[src/rtl/apu_sound_scheduler.sv]
// rtl/apu_sound_scheduler.sv - fixed-priority scheduler for the single APU tone channel
module apu_sound_scheduler #(
    parameter int NOTE_FRAMES = 4,
    parameter int NOTES       = 3,
    parameter int GAP_FRAMES  = 1,
    parameter int PREEMPT     = 1
) (
    input  logic       clk,
    input  logic       reset,
    input  logic       enable,
    input  logic       frame_end,
    input  logic       eat_trig,
    input  logic       hit_trig,
    input  logic       die_trig,
    output logic       sound_on,
    output logic [1:0] sound_id,
    output logic [1:0] note_idx,
    output logic       sound_start,
    output logic [2:0] pending
);

    typedef enum logic [1:0] {
        IDLE = 2'd0,
        PLAY = 2'd1,
        GAP  = 2'd2
    } state_t;

    localparam logic [3:0] LAST_FRAME = 4'(NOTE_FRAMES - 1);
    localparam logic [1:0] LAST_NOTE  = 2'(NOTES - 1);
    localparam logic [1:0] LAST_GAP   = 2'((GAP_FRAMES > 0) ? (GAP_FRAMES - 1) : 0);

    state_t     state, state_n;
    logic [2:0] trig_now, trig_q, rise;
    logic [2:0] pend_r, pend_n, clr;
    logic [3:0] frame_cnt, frame_cnt_n;
    logic [1:0] gap_cnt, gap_cnt_n;
    logic [1:0] note_r, note_n;
    logic [1:0] id_r, id_n;
    logic       on_r, on_n;
    logic       start_r, start_n;
    logic [1:0] top_id;
    logic [2:0] top_mask;

    assign trig_now = {die_trig, hit_trig, eat_trig};
    assign rise     = trig_now & ~trig_q;

    // Bit index + 1 doubles as the sound id, so priority compares are plain magnitude compares.
    always_comb begin
        top_id   = 2'd0;
        top_mask = 3'b000;
        if (pend_r[2]) begin
            top_id   = 2'd3;
            top_mask = 3'b100;
        end else if (pend_r[1]) begin
            top_id   = 2'd2;
            top_mask = 3'b010;
        end else if (pend_r[0]) begin
            top_id   = 2'd1;
            top_mask = 3'b001;
        end
    end

    always_comb begin
        state_n     = state;
        frame_cnt_n = frame_cnt;
        gap_cnt_n   = gap_cnt;
        note_n      = note_r;
        id_n        = id_r;
        on_n        = on_r;
        start_n     = 1'b0;
        clr         = 3'b000;

        case (state)
            IDLE: begin
                if (top_id != 2'd0) begin
                    state_n     = PLAY;
                    on_n        = 1'b1;
                    id_n        = top_id;
                    note_n      = 2'd0;
                    frame_cnt_n = 4'd0;
                    start_n     = 1'b1;
                    clr         = top_mask;
                end
            end
            PLAY: begin
                if ((PREEMPT != 0) && (top_id > id_r)) begin
                    on_n        = 1'b1;
                    id_n        = top_id;
                    note_n      = 2'd0;
                    frame_cnt_n = 4'd0;
                    start_n     = 1'b1;
                    clr         = top_mask;
                end else if (frame_end) begin
                    if (frame_cnt >= LAST_FRAME) begin
                        frame_cnt_n = 4'd0;
                        if (note_r >= LAST_NOTE) begin
                            on_n      = 1'b0;
                            id_n      = 2'd0;
                            note_n    = 2'd0;
                            gap_cnt_n = 2'd0;
                            state_n   = (GAP_FRAMES > 0) ? GAP : IDLE;
                        end else begin
                            note_n = note_r + 2'd1;
                        end
                    end else begin
                        frame_cnt_n = frame_cnt + 4'd1;
                    end
                end
            end
            GAP: begin
                if (frame_end) begin
                    if (gap_cnt >= LAST_GAP) begin
                        gap_cnt_n = 2'd0;
                        state_n   = IDLE;
                    end else begin
                        gap_cnt_n = gap_cnt + 2'd1;
                    end
                end
            end
            default: state_n = IDLE;
        endcase

        // A new edge beats a same-cycle grant clear, so the sound replays later.
        pend_n = (pend_r & ~clr) | rise;

        if (!enable) begin
            state_n     = IDLE;
            frame_cnt_n = 4'd0;
            gap_cnt_n   = 2'd0;
            note_n      = 2'd0;
            id_n        = 2'd0;
            on_n        = 1'b0;
            start_n     = 1'b0;
            pend_n      = 3'b000;
        end
    end

    always_ff @(posedge clk or negedge reset) begin
        if (!reset) begin
            state     <= IDLE;
            trig_q    <= 3'b000;
            pend_r    <= 3'b000;
            frame_cnt <= 4'd0;
            gap_cnt   <= 2'd0;
            note_r    <= 2'd0;
            id_r      <= 2'd0;
            on_r      <= 1'b0;
            start_r   <= 1'b0;
        end else begin
            state     <= state_n;
            trig_q    <= trig_now;
            pend_r    <= pend_n;
            frame_cnt <= frame_cnt_n;
            gap_cnt   <= gap_cnt_n;
            note_r    <= note_n;
            id_r      <= id_n;
            on_r      <= on_n;
            start_r   <= start_n;
        end
    end

    assign sound_on    = on_r;
    assign sound_id    = id_r;
    assign note_idx    = note_r;
    assign sound_start = start_r;
    assign pending     = pend_r;

endmodule

[config.mk]
export PLATFORM = sky130hd
export DESIGN_NAME = apu_sound_scheduler
export DESIGN_NICKNAME = d
export VERILOG_FILES = /design/src/rtl/apu_sound_scheduler.sv
export SDC_FILE = /design/constraint.sdc
export NUM_CORES = 1
export LEC_CHECK = 0
export ABC_CLOCK_PERIOD_IN_PS = 3550
export CORE_MARGIN = 8
export CORE_UTILIZATION = 55
export CTS_CLUSTER_DIAMETER = 150
export DETAILED_ROUTE_END_ITERATION = 12
export DONT_BUFFER_PORTS = 1
export HOLD_SLACK_MARGIN = 0.06
export PLACE_DENSITY = 0.67
export SLEW_MARGIN = 15
export SYNTH_ARGS = -nofsm -noshare
export SYNTH_HDL_FRONTEND = slang
export SYNTH_SLANG_ARGS = --single-unit
[constraint.sdc]
create_clock -name clk -period 3.55 [get_ports clk]
set_input_delay 0.71 -clock clk [delete_from_list [all_inputs] [get_ports clk]]
set_output_delay 0.71 -clock clk [all_outputs]
set_load 0.02 [all_outputs]
Word level (Yosys, flattened, before mapping). Cells that the tools add are included.

Register bits after elaboration: 20. Output and inout bits: 9. Word-level logic and storage cells: 97.

$add $sub $neg: 3. Order comparisons: 4. Eq/ne operators: 14. Bitwise operators: 5. Reduce and logical (&&, ||, !) cells: 7. Mux-type cells: 55.

Operators by type and width (number): 2-to-1 mux 2 bit (27); != test 3 bit (second input constant) (7); 2-to-1 mux 4 bit (5); 2-to-1 mux 3 bit (4); != test 4 bit (second input constant) (3); one-hot mux 2 bit (2 select lines) (3); 2-to-1 mux 1 bit (11); one-hot mux 4 bit (2 select lines) (1); AND reduction 7 bit (1); bitwise AND 3 bit (2); != test 3 x 1 -> 1 bit (second input constant) (2); NOT 3 bit (2); one-hot mux 2 bit (3 select lines) (1); one-hot mux 3 bit (2 select lines) (1); AND reduction 6 bit (1); AND reduction 5 bit (1); adder 2 x 1 -> 2 bit (second input constant) (2); adder 4 x 1 -> 4 bit (second input constant) (1); greater-or-equal comparator 4 x 2 -> 1 bit (second input constant) (1); one-hot mux 1 bit (2 select lines) (2); AND reduction 4 bit (1); bitwise OR 3 bit (1); AND reduction 3 bit (1); equality test 2 x 1 -> 1 bit (second input constant) (1); 6 further kinds (6).

Logic depth before layout (Yosys ltp).
Depth after elaboration: 10. Gate-level depth with buffers: 8.

Worst setup path before layout. No wires, ideal clock.

Path kind: register -> register. Start: register pend_r[1] (netlist: pending[1]). End: register id_r[1] (netlist: sound_id[1]). Stages on the path, launching flop included: 8. Slack: 1499 ps. Data arrival time: 1930 ps. Data required time: 3430 ps. Cells stage by stage: dfrtp_1 -> or2_2 -> ha_1 -> nor2b_1 -> o21ai_2 -> buf_2 -> a21o_2 -> a31o_2.

Cells in the longest elaborated chain, start to end: 6. Elaborated cells on any way between the ends: 13. Those cells by class: order compare: 1; eq/ne: 4; mux: 6; reduce/logical: 2.

RTL lines: start, declared (line 34) `logic [2:0] pend_r, pend_n, clr;`; start signal, assigned (line 152) `pend_r <= pend_n;`; 2-to-1 mux 2 bit (*) (line 54) `end else if (pend_r[1]) begin`; 2-to-1 mux 2 bit (*) (line 51) `if (pend_r[2]) begin`; > comparator 2 bit (line 86) `if ((PREEMPT != 0) && (top_id > id_r)) begin`; 2-to-1 mux 2 bit (line 86); one-hot mux 2 bit (2 select lines) (line 73) `case (state)`; 2-to-1 mux 2 bit (line 126) `if (!enable) begin`; end signal, assigned (line 156) `id_r <= id_n;`; end, declared (line 38) `logic [1:0] id_r, id_n;`.

Mark *: on every way between the ends. The rest lies on a longest branch, timed or not. The select of a mux whose other input is x is not followed. A chain may end at the register's enable or synchronous reset.

Worst setup path in the final report.
Start: register pend_r[2] (netlist: pending[2]). End: register frame_cnt[0].

Cells in the longest elaborated chain, start to end: 5. Elaborated cells on any way between the ends: 9. Those cells by class: order compare: 1; eq/ne: 2; mux: 4; reduce/logical: 2.

RTL lines: 2-to-1 mux 2 bit (*) (line 51); > comparator 2 bit (line 86); 2-to-1 mux 4 bit (line 86); one-hot mux 4 bit (2 select lines) (line 73); 2-to-1 mux 4 bit (line 126); end signal, assigned (line 153) `frame_cnt <= frame_cnt_n;`; end, declared (line 35) `logic [3:0] frame_cnt, frame_cnt_n;`.

Mark *: on every way between the ends. The rest lies on a longest branch, timed or not.

==> key figures <==
Status
  – Status: finished, final reports clean

Yosys
  – Most used DFF post-synth: dfrtp_1
  – Async S/R FF share, synth: 100.0%
  – Seq/Total Area, Yosys: 50.99%
  – Synth cell count leaders: dfrtp_1, nand2b_1, nor2b_1, o21ai_0
  – Area leader, netlist: dfrtp_1
  – Post-Syn Area: 883.3 um2
  – Syn. warnings: 0
  – Yosys top cell area share: 50.99%
  – Ranking of synthesized cells by area: dfrtp_1, ha_1, a31o_2
  – Post-synth EDFFs: 0
  – Yosys reg bits: 18
  – Post-synth cell types: 36
  – Net Count, Synth: 88
  – Cells after Synth: 78
  – Most numerous cell in the Yosys netlist: dfrtp_1
  – Syn_area_per_cell: 11.32 um2

Timing
  – Unrepaired setup endpoints after global routing: false
  – Setup violators final: 0
  – Slew HR: 64.27%
  – Final worst setup slack: 1.175 ns
  – Max Clk Rate: 0.4211 GHz
  – Setup Skew: 0.004311 ns
  – Hold Fails Final Rpt: 0
  – Max-slew violations: 0
  – Total Neg Setup Slack: 0 ns
  – Minimum clock period: 2.375 ns
  – Final period utilization: 66.89%
  – Worst slew pin tran: 0.5358 ns

GRT
  – Global-route wire length before repair: 2780 um
  – Initial antenna violation count: 0
  – Gr ovfl total: 0
  – GR Util All Layers: 10.61%
  – Vias in the first global route: 575
  – Largest net degree at the start of global routing: 19

Final layout
  – Share of cells above drive strength 1: 19.23%
  – Area delta synth->final: 3.258%
  – FF/Latch Area: 450.4 um2
  – Util after Layout: 60.55%
  – Footprint of the multi-input gates: 407.9 um2
  – Final #Nets: 90
  – # fillers: 128
  – Final Cell Area: 912.1 um2
  – Ant. Diodes: 0

Detailed routing
  – Starting DRT DRC Count: 10
  – Routed Antenna Nets: 0
  – Mean routed wirelength per cell: 17.56 um
  – Routed WL: 1651 um
  – Vias: 601
  – Vias per cell: 6.394
  – Router iterations before antenna repair: 4
  – DRC viols: 0

Flow run
  – Max cap viols: 0

Worst setup path
  – CP arrival: 2.55 ns
  – Worst Path Required: 3.73 ns
  – Crit end category: flip-flop
  – Crit Path Category: reg -> reg
  – Startpoint Class: flip-flop
  – Worst Path Max Fanout: 14

Hold path
  – Worst min path class: in -> async

Clock network
  – Max Buffers Root-to-Sink: 2
  – Post-CTS Setup Inserts: 0
  – CTS tree: done
  – Clock-pin transition on the worst setup and hold timing paths: 0.09 ns
  – H-tree depth: 1
  – CTS root buf: clkbuf_4
  – Cts bufs inserted: 3
  – Worst skew pair latency: 0.29 ns
  – Clock sinks: 18
  – # hold bufs at CTS: 0
  – PostCTS Resize Cnt: 0

Floorplan
  – Starting density of the core: 58.64%
  – Full die area: 3144 um2
  – I/O pin cnt: 16
  – DIE WIDTH: 56.08 um
  – Rows: 14
  – Die Height: 56.08 um
  – Core Box Area: 1506 um2

Power and ir drop
  – Pwr dens: 448.1 nW/um2
  – Worst IR Drop VDD: 0.3215 mV
  – Lkg Pwr: 0.4084 nW

Place
  – Post-DP HPWL: 1221 um
  – Gpl congestion: 0.7548
  – Dpl cell area: 889.6 um2
  – Input/output buffers: 0
  – Setup WS pre-CTS: 1.191 ns
-- layout make-up --
cell class	instances	area share (%)
clock buffer	3	2.469
inverter	3	1.235
multi-input combinational	54	44.72
sequential	18	49.38
tap	16	2.195
-- power by group --
group          leakage [nW]  internal, mW  switching, mW
combinational         0.157        0.0341         0.0351
clock                0.0138        0.0394         0.0578
sequential            0.238         0.219         0.0235
-- per-stage QoR --
stage	instances	power, mW	hold WS, ns
finish	94	0.4087	0.1019
global route	94	0.4321	0.07708
CTS	94	0.4125	0.09743
detailed placement	91	0.3155	0.4149
global placement	91	0.3148	0.4149
floorplan	78	0.3035	0.4103
-- flip-flops by register name (all words and copies together), names as in the netlist --
signal and count:
sound_start 1, pending 3, trig_q 3, sound_id 2, frame_cnt 4, note_idx 2
sound_on 1, state 2
-- worst max-delay path: stages, from the launching register on --
cell,delay [ns]
dfrtp_1,0.51
or2_2,0.35
ha_1,0.29
nor2b_1,0.14
o21ai_2,0.45
a22o_4,0.22
mux2_4,0.29
-- cell families after synthesis --
logic type / Yosys count / share of synthesized area, %
simple gates: 30 / 22.52
compound gates: 19 / 16.57
flops: 18 / 50.99
buf+inv: 6 / 2.832
fa+ha+maj: 3 / 4.250
mux: 2 / 2.832
-- worst paths after layout --
| path | start | slack (ns) | cells after the start | end |
|---|---|---|---|---|
| worst min-delay path | reset | 0.10 | 0 | sound_id[0] |
| worst min register to register | trig_q[1] | 0.44 | 1 | pending[1] |
| max in group asynchronous | reset | 3.38 | 0 | note_idx[0] |
| min in group clk | trig_q[1] | 0.44 | 1 | pending[1] |
| worst max-delay path | pending[2] | 1.18 | 6 | frame_cnt[0] |
| worst max register to register | pending[2] | 1.18 | 6 | frame_cnt[0] |
-- per-layer routing --
metal / global-route usage (%) / vias up / wire length [um]
li1: - / 286 / -
met1: 13.52 / 301 / 792
met2: 15.06 / 12 / 742
met3: 4.110 / 2 / 99
met4: 5.155 / 0 / 16
met5: 0 / - / 0
-- cell usage in the layout (no fill, tap or decap), drive strengths merged --
master and count:
dfrtp 18, o21ai 5, nor2b 4, nand2b 4, inv 3, nand2 3, a31o 3, nor3b 3
ha 3, clkbuf 3, nor2 2, nand3 2, a21boi 2, and2 2, o22ai 2, or2 2
nor4 2, o31ai 1, o311ai 1, or3 1, a21o 1, nor4bb 1, a41oi 1, a22o 1
nor3 1, nand4 1, mux2i 1, a21oi 1, nand4bb 1, and4b 1, mux2 1, o21a 1
Note: power is estimated with default switching activity, not from simulation.
